$ cat config.mk
export PLATFORM = sky130hd
export DESIGN_NAME = dispatch_scheduler_flat
export DESIGN_NICKNAME = d
export VERILOG_FILES = /design/src/rtl/dispatch_if.sv /design/src/rtl/dispatch_scheduler.sv /design/src/flat_wrapper.sv
export SDC_FILE = /design/constraint.sdc
export NUM_CORES = 1
export LEC_CHECK = 0
export CORE_ASPECT_RATIO = 1.5
export CORE_UTILIZATION = 42
export DETAILED_ROUTE_END_ITERATION = 10
export PLACE_DENSITY = 0.89
export SLEW_MARGIN = 20
export SYNTH_ARGS = -nofsm -noshare
export SYNTH_HDL_FRONTEND = slang
export SYNTH_SLANG_ARGS = --single-unit
$ cat constraint.sdc
create_clock -name clk -period 2.4 [get_ports clk]
set_input_delay 0.48 -clock clk [delete_from_list [all_inputs] [get_ports clk]]
set_output_delay 0.48 -clock clk [all_outputs]
set_load 0.02 [all_outputs]
$ cat src/rtl/dispatch_if.sv
`default_nettype none
// ============================================================================
// Module   : dispatch_if
// Purpose  : Lane request, RS occupancy and issue/RAT result bundle between the
//            instruction queue and the dual-lane dispatch scheduler.
// Revision : 1.0  initial release
// ============================================================================
interface dispatch_if;
    logic       d0_valid;
    logic       d0_is_mul;
    logic [4:0] d0_rs1;
    logic [4:0] d0_rs2;
    logic [4:0] d0_rd;
    logic       d1_valid;
    logic       d1_is_mul;
    logic [4:0] d1_rs1;
    logic [4:0] d1_rs2;
    logic [4:0] d1_rd;
    logic [3:0] adder_busy;
    logic [3:0] mul_busy;

    logic       d0_accept;
    logic       d1_accept;
    logic [2:0] d0_tag;
    logic [2:0] d1_tag;
    logic [3:0] add_alloc;
    logic [3:0] mul_alloc;
    logic       dep_rs1;
    logic       dep_rs2;
    logic [2:0] dep_tag;
    logic       rat0_valid;
    logic       rat1_valid;
    logic [4:0] rat_rd0;
    logic [4:0] rat_rd1;
    logic [7:0] stall_count;
    logic       starve;

    // Queue/RS side: presents instructions and occupancy, consumes decisions.
    modport master (
        output d0_valid, d0_is_mul, d0_rs1, d0_rs2, d0_rd,
        output d1_valid, d1_is_mul, d1_rs1, d1_rs2, d1_rd,
        output adder_busy, mul_busy,
        input  d0_accept, d1_accept, d0_tag, d1_tag, add_alloc, mul_alloc,
        input  dep_rs1, dep_rs2, dep_tag, rat0_valid, rat1_valid,
        input  rat_rd0, rat_rd1, stall_count, starve
    );

    // Scheduler side.
    modport slave (
        input  d0_valid, d0_is_mul, d0_rs1, d0_rs2, d0_rd,
        input  d1_valid, d1_is_mul, d1_rs1, d1_rs2, d1_rd,
        input  adder_busy, mul_busy,
        output d0_accept, d1_accept, d0_tag, d1_tag, add_alloc, mul_alloc,
        output dep_rs1, dep_rs2, dep_tag, rat0_valid, rat1_valid,
        output rat_rd0, rat_rd1, stall_count, starve
    );
endinterface
`default_nettype wire

$ cat src/rtl/dispatch_scheduler.sv
`default_nettype none
// ============================================================================
// Module   : dispatch_scheduler
// Purpose  : Registered in-order dual-issue decision: RS slot allocation, tag
//            generation, lane-1 RAW detection, ordered RAT writes, stall watch.
// Revision : 1.0  initial release
// ============================================================================
module dispatch_scheduler #(
    parameter int RS_DEPTH    = 4,
    parameter int STALL_LIMIT = 15
) (
    input  wire logic   clk,
    input  wire logic   rst_n,
    dispatch_if.slave   dif
);

    localparam logic [1:0] c_st_idle  = 2'd0;
    localparam logic [1:0] c_st_run   = 2'd1;
    localparam logic [1:0] c_st_stall = 2'd2;

    localparam logic [7:0] c_stall_limit = 8'(STALL_LIMIT);
    localparam logic [7:0] c_stall_max   = 8'd255;

    // Slot index is 2 bits wide, so the station depth must stay at four.
    if (RS_DEPTH != 4) begin : g_depth_check
        $error("dispatch_scheduler supports RS_DEPTH == 4 only");
    end

    // Registered decision
    logic [1:0]          r_state;
    logic                r_d0_accept;
    logic                r_d1_accept;
    logic [2:0]          r_d0_tag;
    logic [2:0]          r_d1_tag;
    logic [RS_DEPTH-1:0] r_add_alloc;
    logic [RS_DEPTH-1:0] r_mul_alloc;
    logic                r_dep_rs1;
    logic                r_dep_rs2;
    logic [2:0]          r_dep_tag;
    logic [4:0]          r_rat_rd0;
    logic [4:0]          r_rat_rd1;
    logic [7:0]          r_stall_count;
    logic                r_starve;

    // Combinational decision
    logic [RS_DEPTH-1:0] w_add_free;
    logic [RS_DEPTH-1:0] w_mul_free;
    logic [RS_DEPTH-1:0] w_d0_free;
    logic [RS_DEPTH-1:0] w_d1_free;
    logic [RS_DEPTH-1:0] w_d0_oh;
    logic [RS_DEPTH-1:0] w_d1_oh;
    logic [1:0]          w_d0_idx;
    logic [1:0]          w_d1_idx;
    logic                w_d0_go;
    logic                w_d1_go;
    logic [2:0]          w_d0_tag;
    logic [2:0]          w_d1_tag;
    logic [RS_DEPTH-1:0] w_add_alloc;
    logic [RS_DEPTH-1:0] w_mul_alloc;
    logic                w_dep_rs1;
    logic                w_dep_rs2;
    logic [1:0]          w_state_nxt;
    logic [7:0]          w_stall_nxt;

    function automatic logic [1:0] f_lowest(input logic [RS_DEPTH-1:0] mask);
        logic [1:0] idx;
        idx = 2'd0;
        for (int i = RS_DEPTH - 1; i >= 0; i--) begin
            if (mask[i]) begin
                idx = 2'(i);
            end
        end
        return idx;
    endfunction

    // Last cycle's claims are not yet reflected in busy, so mask them out too.
    assign w_add_free = ~dif.adder_busy & ~r_add_alloc;
    assign w_mul_free = ~dif.mul_busy   & ~r_mul_alloc;

    always_comb begin
        w_d0_free = dif.d0_is_mul ? w_mul_free : w_add_free;
        w_d0_go   = dif.d0_valid && (|w_d0_free);
        w_d0_idx  = f_lowest(w_d0_free);
        w_d0_oh   = RS_DEPTH'(1) << w_d0_idx;
        w_d0_tag  = {dif.d0_is_mul, w_d0_idx};

        // Lane 1 sees its class pool minus whatever lane 0 just took from it.
        w_d1_free = dif.d1_is_mul ? w_mul_free : w_add_free;
        if (dif.d1_is_mul == dif.d0_is_mul) begin
            w_d1_free = w_d1_free & ~w_d0_oh;
        end
        w_d1_go   = w_d0_go && dif.d1_valid && (|w_d1_free);
        w_d1_idx  = f_lowest(w_d1_free);
        w_d1_oh   = RS_DEPTH'(1) << w_d1_idx;
        w_d1_tag  = {dif.d1_is_mul, w_d1_idx};

        w_add_alloc = '0;
        w_mul_alloc = '0;
        if (w_d0_go) begin
            if (dif.d0_is_mul) w_mul_alloc = w_mul_alloc | w_d0_oh;
            else               w_add_alloc = w_add_alloc | w_d0_oh;
        end
        if (w_d1_go) begin
            if (dif.d1_is_mul) w_mul_alloc = w_mul_alloc | w_d1_oh;
            else               w_add_alloc = w_add_alloc | w_d1_oh;
        end

        w_dep_rs1 = w_d1_go && (dif.d0_rd != 5'd0) && (dif.d1_rs1 == dif.d0_rd);
        w_dep_rs2 = w_d1_go && (dif.d0_rd != 5'd0) && (dif.d1_rs2 == dif.d0_rd);
    end

    always_comb begin
        w_state_nxt = c_st_idle;
        if (!dif.d0_valid) w_state_nxt = c_st_idle;
        else if (w_d0_go)  w_state_nxt = c_st_run;
        else               w_state_nxt = c_st_stall;

        w_stall_nxt = 8'd0;
        if (w_state_nxt == c_st_stall) begin
            w_stall_nxt = (r_stall_count == c_stall_max) ? c_stall_max
                                                         : r_stall_count + 8'd1;
        end
    end

    always_ff @(posedge clk or negedge rst_n) begin
        if (!rst_n) begin
            r_state       <= c_st_idle;
            r_d0_accept   <= 1'b0;
            r_d1_accept   <= 1'b0;
            r_d0_tag      <= 3'd0;
            r_d1_tag      <= 3'd0;
            r_add_alloc   <= '0;
            r_mul_alloc   <= '0;
            r_dep_rs1     <= 1'b0;
            r_dep_rs2     <= 1'b0;
            r_dep_tag     <= 3'd0;
            r_rat_rd0     <= 5'd0;
            r_rat_rd1     <= 5'd0;
            r_stall_count <= 8'd0;
            r_starve      <= 1'b0;
        end else begin
            r_state       <= w_state_nxt;
            r_d0_accept   <= w_d0_go;
            r_d1_accept   <= w_d1_go;
            r_d0_tag      <= w_d0_go ? w_d0_tag : 3'd0;
            r_d1_tag      <= w_d1_go ? w_d1_tag : 3'd0;
            r_add_alloc   <= w_add_alloc;
            r_mul_alloc   <= w_mul_alloc;
            r_dep_rs1     <= w_dep_rs1;
            r_dep_rs2     <= w_dep_rs2;
            r_dep_tag     <= (w_dep_rs1 || w_dep_rs2) ? w_d0_tag : 3'd0;
            r_rat_rd0     <= w_d0_go ? dif.d0_rd : 5'd0;
            r_rat_rd1     <= w_d1_go ? dif.d1_rd : 5'd0;
            r_stall_count <= w_stall_nxt;
            r_starve      <= (w_stall_nxt >= c_stall_limit);
        end
    end

    // RAT write strobes coincide with the accepts; the RAT orders rat1 after rat0.
    assign dif.d0_accept   = r_d0_accept;
    assign dif.d1_accept   = r_d1_accept;
    assign dif.d0_tag      = r_d0_tag;
    assign dif.d1_tag      = r_d1_tag;
    assign dif.add_alloc   = r_add_alloc;
    assign dif.mul_alloc   = r_mul_alloc;
    assign dif.dep_rs1     = r_dep_rs1;
    assign dif.dep_rs2     = r_dep_rs2;
    assign dif.dep_tag     = r_dep_tag;
    assign dif.rat0_valid  = r_d0_accept;
    assign dif.rat1_valid  = r_d1_accept;
    assign dif.rat_rd0     = r_rat_rd0;
    assign dif.rat_rd1     = r_rat_rd1;
    assign dif.stall_count = r_stall_count;
    assign dif.starve      = r_starve;

endmodule
`default_nettype wire

$ cat src/flat_wrapper.sv
// flat-port wrapper written by rule: the top's interface ports become plain ports
module dispatch_scheduler_flat 
#(
    parameter int RS_DEPTH    = 4,
    parameter int STALL_LIMIT = 15
)
  (clk, rst_n, dif_d0_valid, dif_d0_is_mul, dif_d0_rs1, dif_d0_rs2, dif_d0_rd, dif_d1_valid, dif_d1_is_mul, dif_d1_rs1, dif_d1_rs2, dif_d1_rd, dif_adder_busy, dif_mul_busy, dif_d0_accept, dif_d1_accept, dif_d0_tag, dif_d1_tag, dif_add_alloc, dif_mul_alloc, dif_dep_rs1, dif_dep_rs2, dif_dep_tag, dif_rat0_valid, dif_rat1_valid, dif_rat_rd0, dif_rat_rd1, dif_stall_count, dif_starve);
  dispatch_if dif_i ();
  input  wire logic clk;
  input  wire logic rst_n;
  input wire logic [$bits(dif_i.d0_valid)-1:0] dif_d0_valid;
  input wire logic [$bits(dif_i.d0_is_mul)-1:0] dif_d0_is_mul;
  input wire logic [$bits(dif_i.d0_rs1)-1:0] dif_d0_rs1;
  input wire logic [$bits(dif_i.d0_rs2)-1:0] dif_d0_rs2;
  input wire logic [$bits(dif_i.d0_rd)-1:0] dif_d0_rd;
  input wire logic [$bits(dif_i.d1_valid)-1:0] dif_d1_valid;
  input wire logic [$bits(dif_i.d1_is_mul)-1:0] dif_d1_is_mul;
  input wire logic [$bits(dif_i.d1_rs1)-1:0] dif_d1_rs1;
  input wire logic [$bits(dif_i.d1_rs2)-1:0] dif_d1_rs2;
  input wire logic [$bits(dif_i.d1_rd)-1:0] dif_d1_rd;
  input wire logic [$bits(dif_i.adder_busy)-1:0] dif_adder_busy;
  input wire logic [$bits(dif_i.mul_busy)-1:0] dif_mul_busy;
  output wire logic [$bits(dif_i.d0_accept)-1:0] dif_d0_accept;
  output wire logic [$bits(dif_i.d1_accept)-1:0] dif_d1_accept;
  output wire logic [$bits(dif_i.d0_tag)-1:0] dif_d0_tag;
  output wire logic [$bits(dif_i.d1_tag)-1:0] dif_d1_tag;
  output wire logic [$bits(dif_i.add_alloc)-1:0] dif_add_alloc;
  output wire logic [$bits(dif_i.mul_alloc)-1:0] dif_mul_alloc;
  output wire logic [$bits(dif_i.dep_rs1)-1:0] dif_dep_rs1;
  output wire logic [$bits(dif_i.dep_rs2)-1:0] dif_dep_rs2;
  output wire logic [$bits(dif_i.dep_tag)-1:0] dif_dep_tag;
  output wire logic [$bits(dif_i.rat0_valid)-1:0] dif_rat0_valid;
  output wire logic [$bits(dif_i.rat1_valid)-1:0] dif_rat1_valid;
  output wire logic [$bits(dif_i.rat_rd0)-1:0] dif_rat_rd0;
  output wire logic [$bits(dif_i.rat_rd1)-1:0] dif_rat_rd1;
  output wire logic [$bits(dif_i.stall_count)-1:0] dif_stall_count;
  output wire logic [$bits(dif_i.starve)-1:0] dif_starve;
  assign dif_i.d0_valid = dif_d0_valid;
  assign dif_i.d0_is_mul = dif_d0_is_mul;
  assign dif_i.d0_rs1 = dif_d0_rs1;
  assign dif_i.d0_rs2 = dif_d0_rs2;
  assign dif_i.d0_rd = dif_d0_rd;
  assign dif_i.d1_valid = dif_d1_valid;
  assign dif_i.d1_is_mul = dif_d1_is_mul;
  assign dif_i.d1_rs1 = dif_d1_rs1;
  assign dif_i.d1_rs2 = dif_d1_rs2;
  assign dif_i.d1_rd = dif_d1_rd;
  assign dif_i.adder_busy = dif_adder_busy;
  assign dif_i.mul_busy = dif_mul_busy;
  assign dif_d0_accept = dif_i.d0_accept;
  assign dif_d1_accept = dif_i.d1_accept;
  assign dif_d0_tag = dif_i.d0_tag;
  assign dif_d1_tag = dif_i.d1_tag;
  assign dif_add_alloc = dif_i.add_alloc;
  assign dif_mul_alloc = dif_i.mul_alloc;
  assign dif_dep_rs1 = dif_i.dep_rs1;
  assign dif_dep_rs2 = dif_i.dep_rs2;
  assign dif_dep_tag = dif_i.dep_tag;
  assign dif_rat0_valid = dif_i.rat0_valid;
  assign dif_rat1_valid = dif_i.rat1_valid;
  assign dif_rat_rd0 = dif_i.rat_rd0;
  assign dif_rat_rd1 = dif_i.rat_rd1;
  assign dif_stall_count = dif_i.stall_count;
  assign dif_starve = dif_i.starve;
  dispatch_scheduler #(.RS_DEPTH(RS_DEPTH), .STALL_LIMIT(STALL_LIMIT)) u_core (.clk(clk), .rst_n(rst_n), .dif(dif_i));
endmodule
; Word level (Yosys, flattened, before mapping)
; Index checks and enable logic that the tools add are counted.
[classes]
addsub = 1
order_cmp = 1
n_eq_ne = 5
n_shift = 2
muxes = 28
n_bitwise = 10
reduce_logical = 10
[op_table]
columns = op, count
row1 = $mux W4, 11
row2 = $mux W2, 10
row3 = $not A4 Y4, 5
row4 = $mux W8, 2
row5 = $and A4 B4 Y4, 3
row6 = $eq A5 B5 Y1, 2
row7 = $mux W5, 2
row8 = $mux W3, 3
row9 = $add A8 B1 Y8 const B, 1
row10 = $eq A8 B8 Y1 const B, 1
row11 = $ge A8 B4 Y1 const B, 1
row12 = $or A4 B4 Y4, 2
row13 = $reduce_or A4 Y1, 2
row14 = $shl A1 B2 Y4 const A, 2
row15 = $logic_and A1 B1 Y1, 6
row16 = $reduce_bool A5 Y1, 1
row17 = $eq A2 B2 Y1 const B, 1
row18 = $eq A1 B1 Y1, 1
row19 = $logic_or A1 B1 Y1, 1
[word_totals]
reg_bits = 40
in_bits = 44
out_inout_bits = 42
word_cells = 70

; Logic depth before layout (Yosys ltp)
; Gate-level depths: netlist of run 1.
[logic_depth]
ltp_word = 19
mapped_depth = 7
mapped_depth_nobuf = 6

; Worst setup path after synthesis of run 1
; No wires, ideal clock.
[synth_path]
path_kind = input to register
from = input dif_d1_is_mul
to = register u_core.r_dep_rs1, in the netlist u_core.dif.dep_rs1
setup_ps = 101
arrival_ps = 1948
required_ps = 2299
slack_ps = 351
path_stages = 7
n_path_buf = 2
cell_sequence = buf_2 -> or3_1 -> a211o_1 -> a22o_1 -> and3_1 -> buf_6 -> nor4_1
[synth_via]
elab_chain_len = 7
elab_cells_between_ends = 8
classes_between = 1 x eq/ne / 2 x mux / 1 x bitwise / 4 x reduce/logical
[synth_lines]
columns = item, line
row1 = from (decl), flat_wrapper.sv:17  ; input wire logic [$bits(dif_i.d1_is_mul)-1:0] dif_d1_is_mul;
row2 = $mux W4, dispatch_scheduler.sv:88  ; w_d1_free = dif.d1_is_mul ? w_mul_free : w_add_free;
row3 = $and A4 B4 Y4, dispatch_scheduler.sv:90  ; w_d1_free = w_d1_free & ~w_d0_oh;
row4 = $mux W4 (*), dispatch_scheduler.sv:89  ; if (dif.d1_is_mul == dif.d0_is_mul) begin
row5 = $reduce_or A4 Y1 (*), dispatch_scheduler.sv:92  ; w_d1_go = w_d0_go && dif.d1_valid && (|w_d1_free);
row6 = $logic_and A1 B1 Y1 (*), dispatch_scheduler.sv:92
row7 = $logic_and A1 B1 Y1 (*) (2 in a row), dispatch_scheduler.sv:108  ; w_dep_rs1 = w_d1_go && (dif.d0_rd != 5'd0) && (dif.d1_rs1 == dif.d0_rd);
row8 = net u_core.w_dep_rs1, dispatch_scheduler.sv:60  ; logic w_dep_rs1;
row9 = to (signal assigned), dispatch_scheduler.sv:149  ; r_dep_rs1 <= w_dep_rs1;
row10 = to (decl), dispatch_scheduler.sv:37  ; logic r_dep_rs1;
; The timed path passes the listed nets; every way through them passes the cells marked *.

; Worst setup path in the final report of run 1
; Same ends and word-level chain as after synthesis.

==> flow_summary_export.csv, run 1 <==
group,metric,value,unit
logic_synthesis,synth_area_leader_cell,"dfrtp_1",
placed_design,port_buffers,75,
logic_synthesis,synth_edf_count,0,
critical_path,ff2ff_path_depth,5,
route,first_pass_iters,4,
route,avgViaCountPerCell,5.331,
timing,post-route-period-util,95.63,%
global_route,grt_usage,22.34,%
global_route,grt_pass1_vias,1821,
route,drt-total-wl,5306,µm
floorplanning,fp.dieArea,5022,µm²
timing,worst_slew_pin_slew,0.8621,ns
power,powerDensity,538.0,nW/µm²
layout,fillers,352,
cts,htree_levels,2,
logic_synthesis,ys.flop_type,"dfrtp_1",
critical_path,cp_data_required_time,2.60,ns
layout,area_growth,53.21,%
cts,numCtsBuffers,5,
placed_design,place_ws,-0.2043,ns
critical_path,r2r_setup_slack,0.33,ns
cts,post_cts_buffers,0,
logic_synthesis,ys_ff_latch,40,
route,avgRoutedWirePerCell,14.78,µm
global_route,grt_max_degree,41,
timing,period_needed,2.295,ns
layout,drive_above_1_share,12.20,%
floorplanning,boundaryPins,86,
cts,clockRootBuffer,"clkbuf_8",
hold_path,hp-class,"input port to asynchronous set/reset pin",
critical_path,worstPathMaxFanout,6,
layout,num_antenna_cells,0,
floorplanning,core,4542,µm²
critical_path,crit_path_cell_trace,"clkdlybuf4s50_1 -> or3b_2 -> a211o_1 -> a22o_1 -> and3_1 -> nor4_1",
logic_synthesis,synth.yosys.seq_area_share,50.31,%
layout,nets,339,
timing,setup_viol,0,
logic_synthesis,synthCells,200,
run_status,status,"complete, no violations",
timing,fin_skew,0.006829,ns
power,peakVddDrop,0.5793,mV
global_route,grt_pass1_wl,8528,µm
power,p_leak,0.001288,µW
logic_synthesis,syn-num-nets,245,
timing,setup_ws,0.1050,ns
logic_synthesis,async_reset_ff_share,100.0,%
logic_synthesis,ys_types,45,
route,vias,1914,
job,cap_viol_max_count,0,
floorplanning,die_x,58.20,µm
cts,cts_resized,0,
logic_synthesis,yosys_warnings,0,
critical_path,max_stage_delay,0.47,ns
logic_synthesis,synth_area,1989,µm²
critical_path,critical_path_arrival,2.49,ns
global_route,grt.overflow.total,0,
cts,cts-hold-fix-buffers,0,
floorplanning,rows,30,
route,postRouteAntennaNets,0,
logic_synthesis,syn_area_per_cell,9.947,µm²
placed_design,gp_congestion,0.8764,
cts,clk-insertion-delay-late,0.30,ns
critical_path,path_class,"input port to flop",
placed_design,dp_hpwl,4014,µm
timing,max_slew_margin,42.53,%
critical_path,crit_path_top_delay_cell,"clkdlybuf4s50_1",
timing,hold_viol_final,0,
route,drc_errors,0,
logic_synthesis,synth_area_leaders,"dfrtp_1 (50%), nor3_1 (4.0%), xnor2_1 (3.1%), nand2_1 (3.0%), and3_1 (2.8%)",
timing,slew_viol_final,0,
global_route,grt_antenna_before_repair,0,
route,drt_iter0_markers,72,
cts,path_clk_slew,0.08,ns
cts,cts_tree,"done",
floorplanning,start_util,43.80,%
logic_synthesis,synth_top_area_share,50.31,%
critical_path,critPathLaunchType,"input port",
critical_path,crit_path_end_kind,"flop",
timing,max_freq,435.7,MHz
cts,cts_buffer_depth,2,
floorplanning,die_h,86.29,µm
cts,clock_sinks,40,
timing,setup_tns,0,ns
==> cell type report <==
| type | count | area (µm²) | share of cell area, % |
|---|---|---|---|
| sequential | 40 | 1001 | 32.84 |
| multi-input combinational | 148 | 935.9 | 30.71 |
| timing repair buffer | 96 | 903.4 | 29.64 |
| tap | 64 | 80.08 | 2.627 |
| clock buffer | 5 | 68.82 | 2.258 |
| clock inverter | 3 | 47.55 | 1.560 |
| inverter | 3 | 11.26 | 0.3695 |
==> metrics by stage <==
stage	hold WS, ns	total power [µW]	instance area, µm²	instances	util (%)
2_1_floorplan	0.1844	892.7	1989	200	-
3_3_place_gp	0.4660	1075	2920	351	64.30
3_5_place_dp	0.4762	1083	2920	351	64.30
4_1_cts	0.3242	1640	3037	359	66.86
5_1_grt	0.3668	1703	3048	359	67.11
6_report	0.2895	1640	3048	359	67.11
==> Yosys cell counts, drive strengths merged (2+ instances only) <==
master,count
a211o,2
a21o,2
a21oi,10
a31oi,4
and2,7
and3,9
buf,6
clkbuf,3
dfrtp,40
inv,2
maj3,2
nand2,16
nand2b,2
nand3,8
nand4,3
nor2,15
nor3,16
nor3b,2
nor4,5
o211ai,3
o21ai,5
o31a,3
o32ai,5
xnor2,7
xor2,6
==> sequential cells by signal, indices dropped and copies added (netlist names) <==
register	cells
u_core.dif.stall_count	8
u_core.dif.rat_rd0	5
u_core.dif.rat_rd1	5
u_core.dif.add_alloc	4
u_core.dif.mul_alloc	4
u_core.dif.d0_tag	3
u_core.dif.d1_tag	3
u_core.dif.dep_tag	3
u_core.dif.d0_accept	1
u_core.dif.d1_accept	1
u_core.dif.dep_rs1	1
u_core.dif.dep_rs2	1
u_core.dif.starve	1
==> placed cells by master (no fill, tap or decap), drive strengths merged, types with 3 or more instances in the layout <==
| cell type | synthesis | final |
|---|---|---|
| clkdlybuf4s50 | 0 | 74 |
| dfrtp | 40 | 40 |
| buf | 6 | 22 |
| nand2 | 16 | 16 |
| nor3 | 16 | 16 |
| nor2 | 15 | 15 |
| a21oi | 10 | 10 |
| and3 | 9 | 9 |
| nand3 | 8 | 8 |
| and2 | 7 | 7 |
| xnor2 | 7 | 7 |
| xor2 | 6 | 6 |
| o21ai | 5 | 5 |
| o32ai | 5 | 5 |
| clkbuf | 3 | 5 |
| nor4 | 5 | 5 |
| a31oi | 4 | 4 |
| nand4 | 3 | 3 |
| o211ai | 3 | 3 |
| o31a | 3 | 3 |
| clkinv | 1 | 3 |
==> where the power goes <==
group | internal, µW | switching [µW]
sequential | 698 | 11.8
combinational | 179 | 185
clock | 313 | 252
==> final timing paths <==
kind / from / end
max in group asynchronous: rst_n / u_core.dif.mul_alloc[1]$_DFF_PN0_
worst min-delay path: rst_n / u_core.dif.d1_tag[1]$_DFF_PN0_
worst max register to register: u_core.dif.mul_alloc[2]$_DFF_PN0_ / u_core.dif.dep_rs1$_DFF_PN0_
worst max-delay path: dif_d1_is_mul / u_core.dif.dep_rs1$_DFF_PN0_
worst min register to register: u_core.dif.add_alloc[0]$_DFF_PN0_ / u_core.dif.add_alloc[0]$_DFF_PN0_
min in group clk: u_core.dif.add_alloc[0]$_DFF_PN0_ / u_core.dif.add_alloc[0]$_DFF_PN0_
==> critical path, delay by kind of cell <==
family	cells	cell delay, ns
AND/OR/NAND/NOR	3	1.01
buffers and inverters	1	0.47
AO/OA/AOI/OAI	2	0.53
==> logic make-up (layout without fill, tap and decap cells) <==
logic type / Yosys count / after routing / share of synthesized area, %
AOI/OAI and AO/OA: 44 / 44 / 15.98
xor gates and xnor gates: 13 / 13 / 5.723
adders and majority gates: 3 / 3 / 1.635
buffers and inverters: 12 / 107 / 3.207
DFF: 40 / 40 / 50.31
muxes: 1 / 1 / 0.5032
and+or+nand+nor: 87 / 87 / 22.64
==> metal layers <==
layer  share of wire (%)  vias up  global-route usage [%]
met2                  57       55                   40.44
li1                    -      927                       -
met3                 3.6        9                   4.328
met1                  38      923                   25.44
met5                   0        -                       0
met4                 1.5        0                   8.442
Power figures use the tool's default switching activity.
==> run 2, diff against run 1 <==
--- a/config.mk
+++ b/config.mk
@@ -5,6 +5,7 @@
 export SDC_FILE = /design/constraint.sdc
 export NUM_CORES = 1
 export LEC_CHECK = 0
+export ABC_AREA = 0
 export CORE_ASPECT_RATIO = 1.5
 export CORE_UTILIZATION = 42
 export DETAILED_ROUTE_END_ITERATION = 10
==> results of run 2 <==
No change in the layout: final DEF, timing and power equal those of run 1.
==> run 3, diff against run 2 <==
--- a/config.mk
+++ b/config.mk
@@ -7,7 +7,9 @@
 export LEC_CHECK = 0
 export ABC_AREA = 0
 export CORE_ASPECT_RATIO = 1.5
+export CORE_MARGIN = 2
 export CORE_UTILIZATION = 42
+export CTS_BUF_LIST = sky130_fd_sc_hd__clkbuf_8 sky130_fd_sc_hd__clkbuf_16
 export DETAILED_ROUTE_END_ITERATION = 10
 export PLACE_DENSITY = 0.89
 export SLEW_MARGIN = 20
==> run 3 against run 2 <==
  * Critical path depth unchanged
  * Power increased by 0.48%
  * Fmax is 0.20% lower
  * Clock-buffer cell count unchanged
  * Design area up 2.1%
  * Sequential power is essentially flat
  * Via count up 2.2%
  * Combinational power grew 5%
  * Utilization rose by 1.4 points
  * Clock power is 2% lower
  * Largest power group unchanged
  * Highest routed layer unchanged
==> flow_summary_export.csv, run 3 (synthesis results as in run 1) <==
group,metric,value,unit
power,p_leak,0.001317,µW
power,p_seq_share,43.1,%
floorplanning,core,4542,µm²
layout,instances_no_fill,365,
global_route,grt_pass1_wl,8376,µm
cts,numCtsBuffers,5,
layout,mostFrequentLayoutCell,"clkdlybuf4s50_1",
power,clkPwrFrac,33.7,%
critical_path,max_stage_delay,0.47,ns
placed_design,dp_hpwl,4139,µm
placed_design,placed_cells,357,
timing,rsz0062_at_grt,"false",
critical_path,critPathLaunchType,"input port",
power,peakVddDrop,0.3906,mV
critical_path,crit_path_cell_trace,"clkdlybuf4s50_1 -> or3b_2 -> a211o_1 -> a22o_1 -> and3_2 -> nor4_1",
timing,slew_viol_final,0,
critical_path,crit_path_top_delay_cell,"clkdlybuf4s50_1",
global_route,grt_usage,20.77,%
cts,clk-insertion-delay-late,0.29,ns
cts,htree_levels,2,
critical_path,critPathTopFamily,"simple AND/OR/NAND/NOR gates",
floorplanning,start_util,43.80,%
timing,whs,0.3008,ns
power,swShare,27.08,%
route,vias,1956,
route,postRouteAntennaNets,0,
layout,layout_common_cells,"clkdlybuf4s50_1 (74), dfrtp_1 (40), buf_4 (27)",
cts,path_clk_slew,0.08,ns
timing,setup_viol,0,
route,first_pass_iters,4,
floorplanning,die_x,60.20,µm
critical_path,worstPathMaxFanout,6,
layout,nets,345,
hold_path,hp-class,"input port to asynchronous set/reset pin",
critical_path,cp_data_required_time,2.59,ns
cts,cts_tree,"done",
cts,cts_resized,0,
cts,cts_buffer_depth,2,
cts,clock_sinks,40,
timing,setup_tns,0,ns
power,power.total,1648,µW
power,powerDensity,529.7,nW/µm²
global_route,grt.overflow.total,0,
floorplanning,fp.dieArea,5315,µm²
floorplanning,boundaryPins,86,
critical_path,crit_path_end_kind,"flop",
route,avgViaCountPerCell,5.359,
route,drc_errors,0,
route,avgRoutedWirePerCell,14.75,µm
timing,post-route-period-util,95.82,%
power,switchingPower,446.1,µW
run_status,status,"complete, no violations",
critical_path,path_class,"input port to flop",
timing,period_needed,2.300,ns
cts,post_cts_buffers,0,
floorplanning,die_h,88.29,µm
cts,cts-hold-fix-buffers,0,
layout,area_growth,56.35,%
floorplanning,rows,30,
critical_path,r2r_end,"u_core.dif.dep_rs1$_DFF_PN0_",
critical_path,cp-startpoint,"dif_d1_is_mul",
timing,max_slew_margin,41.02,%
layout,final_util,68.48,%
power,pwr-share-comb,23.2,%
critical_path,critical_path_arrival,2.49,ns
critical_path,ff2ff_path_depth,5,
power,p_int,1201,µW
timing,worst_slew_pin_slew,0.8848,ns
route,drt_iter0_markers,86,
layout,num_antenna_cells,0,
layout,drive_above_1_share,15.28,%
timing,hold_viol_final,0,
global_route,grt_max_degree,41,
layout,largest_reg_flops,8,
critical_path,regToRegStartpoint,"u_core.dif.mul_alloc[2]$_DFF_PN0_",
placed_design,port_buffers,75,
global_route,grt_pass1_vias,1884,
placed_design,gp_congestion,0.8788,
global_route,grt_antenna_before_repair,0,
route,drt-total-wl,5384,µm
timing,fin_skew,0.004828,ns
critical_path,r2r_setup_slack,0.34,ns
job,cap_viol_max_count,0,
timing,max_freq,434.8,MHz
cts,clockRootBuffer,"clkbuf_8",
critical_path,timing.critical_path.buf_inv,1,
==> run 3: worst max-delay path by stage <==
| stage | endpoint | slack (ns) | cells past startpoint |
|---|---|---|---|
| after floorplan | u_core.dif.dep_rs1$_DFF_PN0_ | 0.35 | 7 |
| after global placement | u_core.dif.rat_rd1[1]$_DFF_PN0_ | -0.20 | 6 |
| after detailed placement | u_core.dif.dep_rs2$_DFF_PN0_ | -0.25 | 7 |
| after CTS | u_core.dif.dep_rs2$_DFF_PN0_ | 0.05 | 7 |
| after global routing | u_core.dif.dep_rs1$_DFF_PN0_ | 0.02 | 6 |
| final | u_core.dif.dep_rs1$_DFF_PN0_ | 0.10 | 6 |
==> run 3: layer usage <==
| metal | GRT usage (%) | wire length [µm] |
|---|---|---|
| met5 | 0 | 0 |
| met1 | 23.84 | 2071 |
| met2 | 36.76 | 2938 |
| met4 | 10.10 | 142 |
| met3 | 3.070 | 231 |
==> run 3: power groups by stage <==
stage | Clock [µW] | Sequential (µW) | Combinational [µW]
2_1_floorplan | 0 | 756 | 137
3_3_place_gp | 0 | 723 | 364
3_5_place_dp | 0 | 724 | 373
4_1_cts | 563 | 710 | 376
5_1_grt | 587 | 713 | 409
6_report | 555 | 710 | 382
==> run 3: stage by stage <==
stage	instance area [µm²]	setup slack, ns
2_1_floorplan	1989	0.3509
3_5_place_dp	2965	-0.2514
4_1_cts	3082	0.04788
5_1_grt	3110	0.01647
6_report	3110	0.1003
3_3_place_gp	2965	-0.1953
==> run 3: final cells by class <==
cell class | count | area [µm²]
clock buffers | 5 | 68.82
repair buffers | 102 | 948.4
multi-input cells | 148 | 953.4
inverters | 3 | 11.26
clock inverters | 3 | 47.55
fillers | 338 | 1431
well taps | 64 | 80.08
flip-flops and latches | 40 | 1001
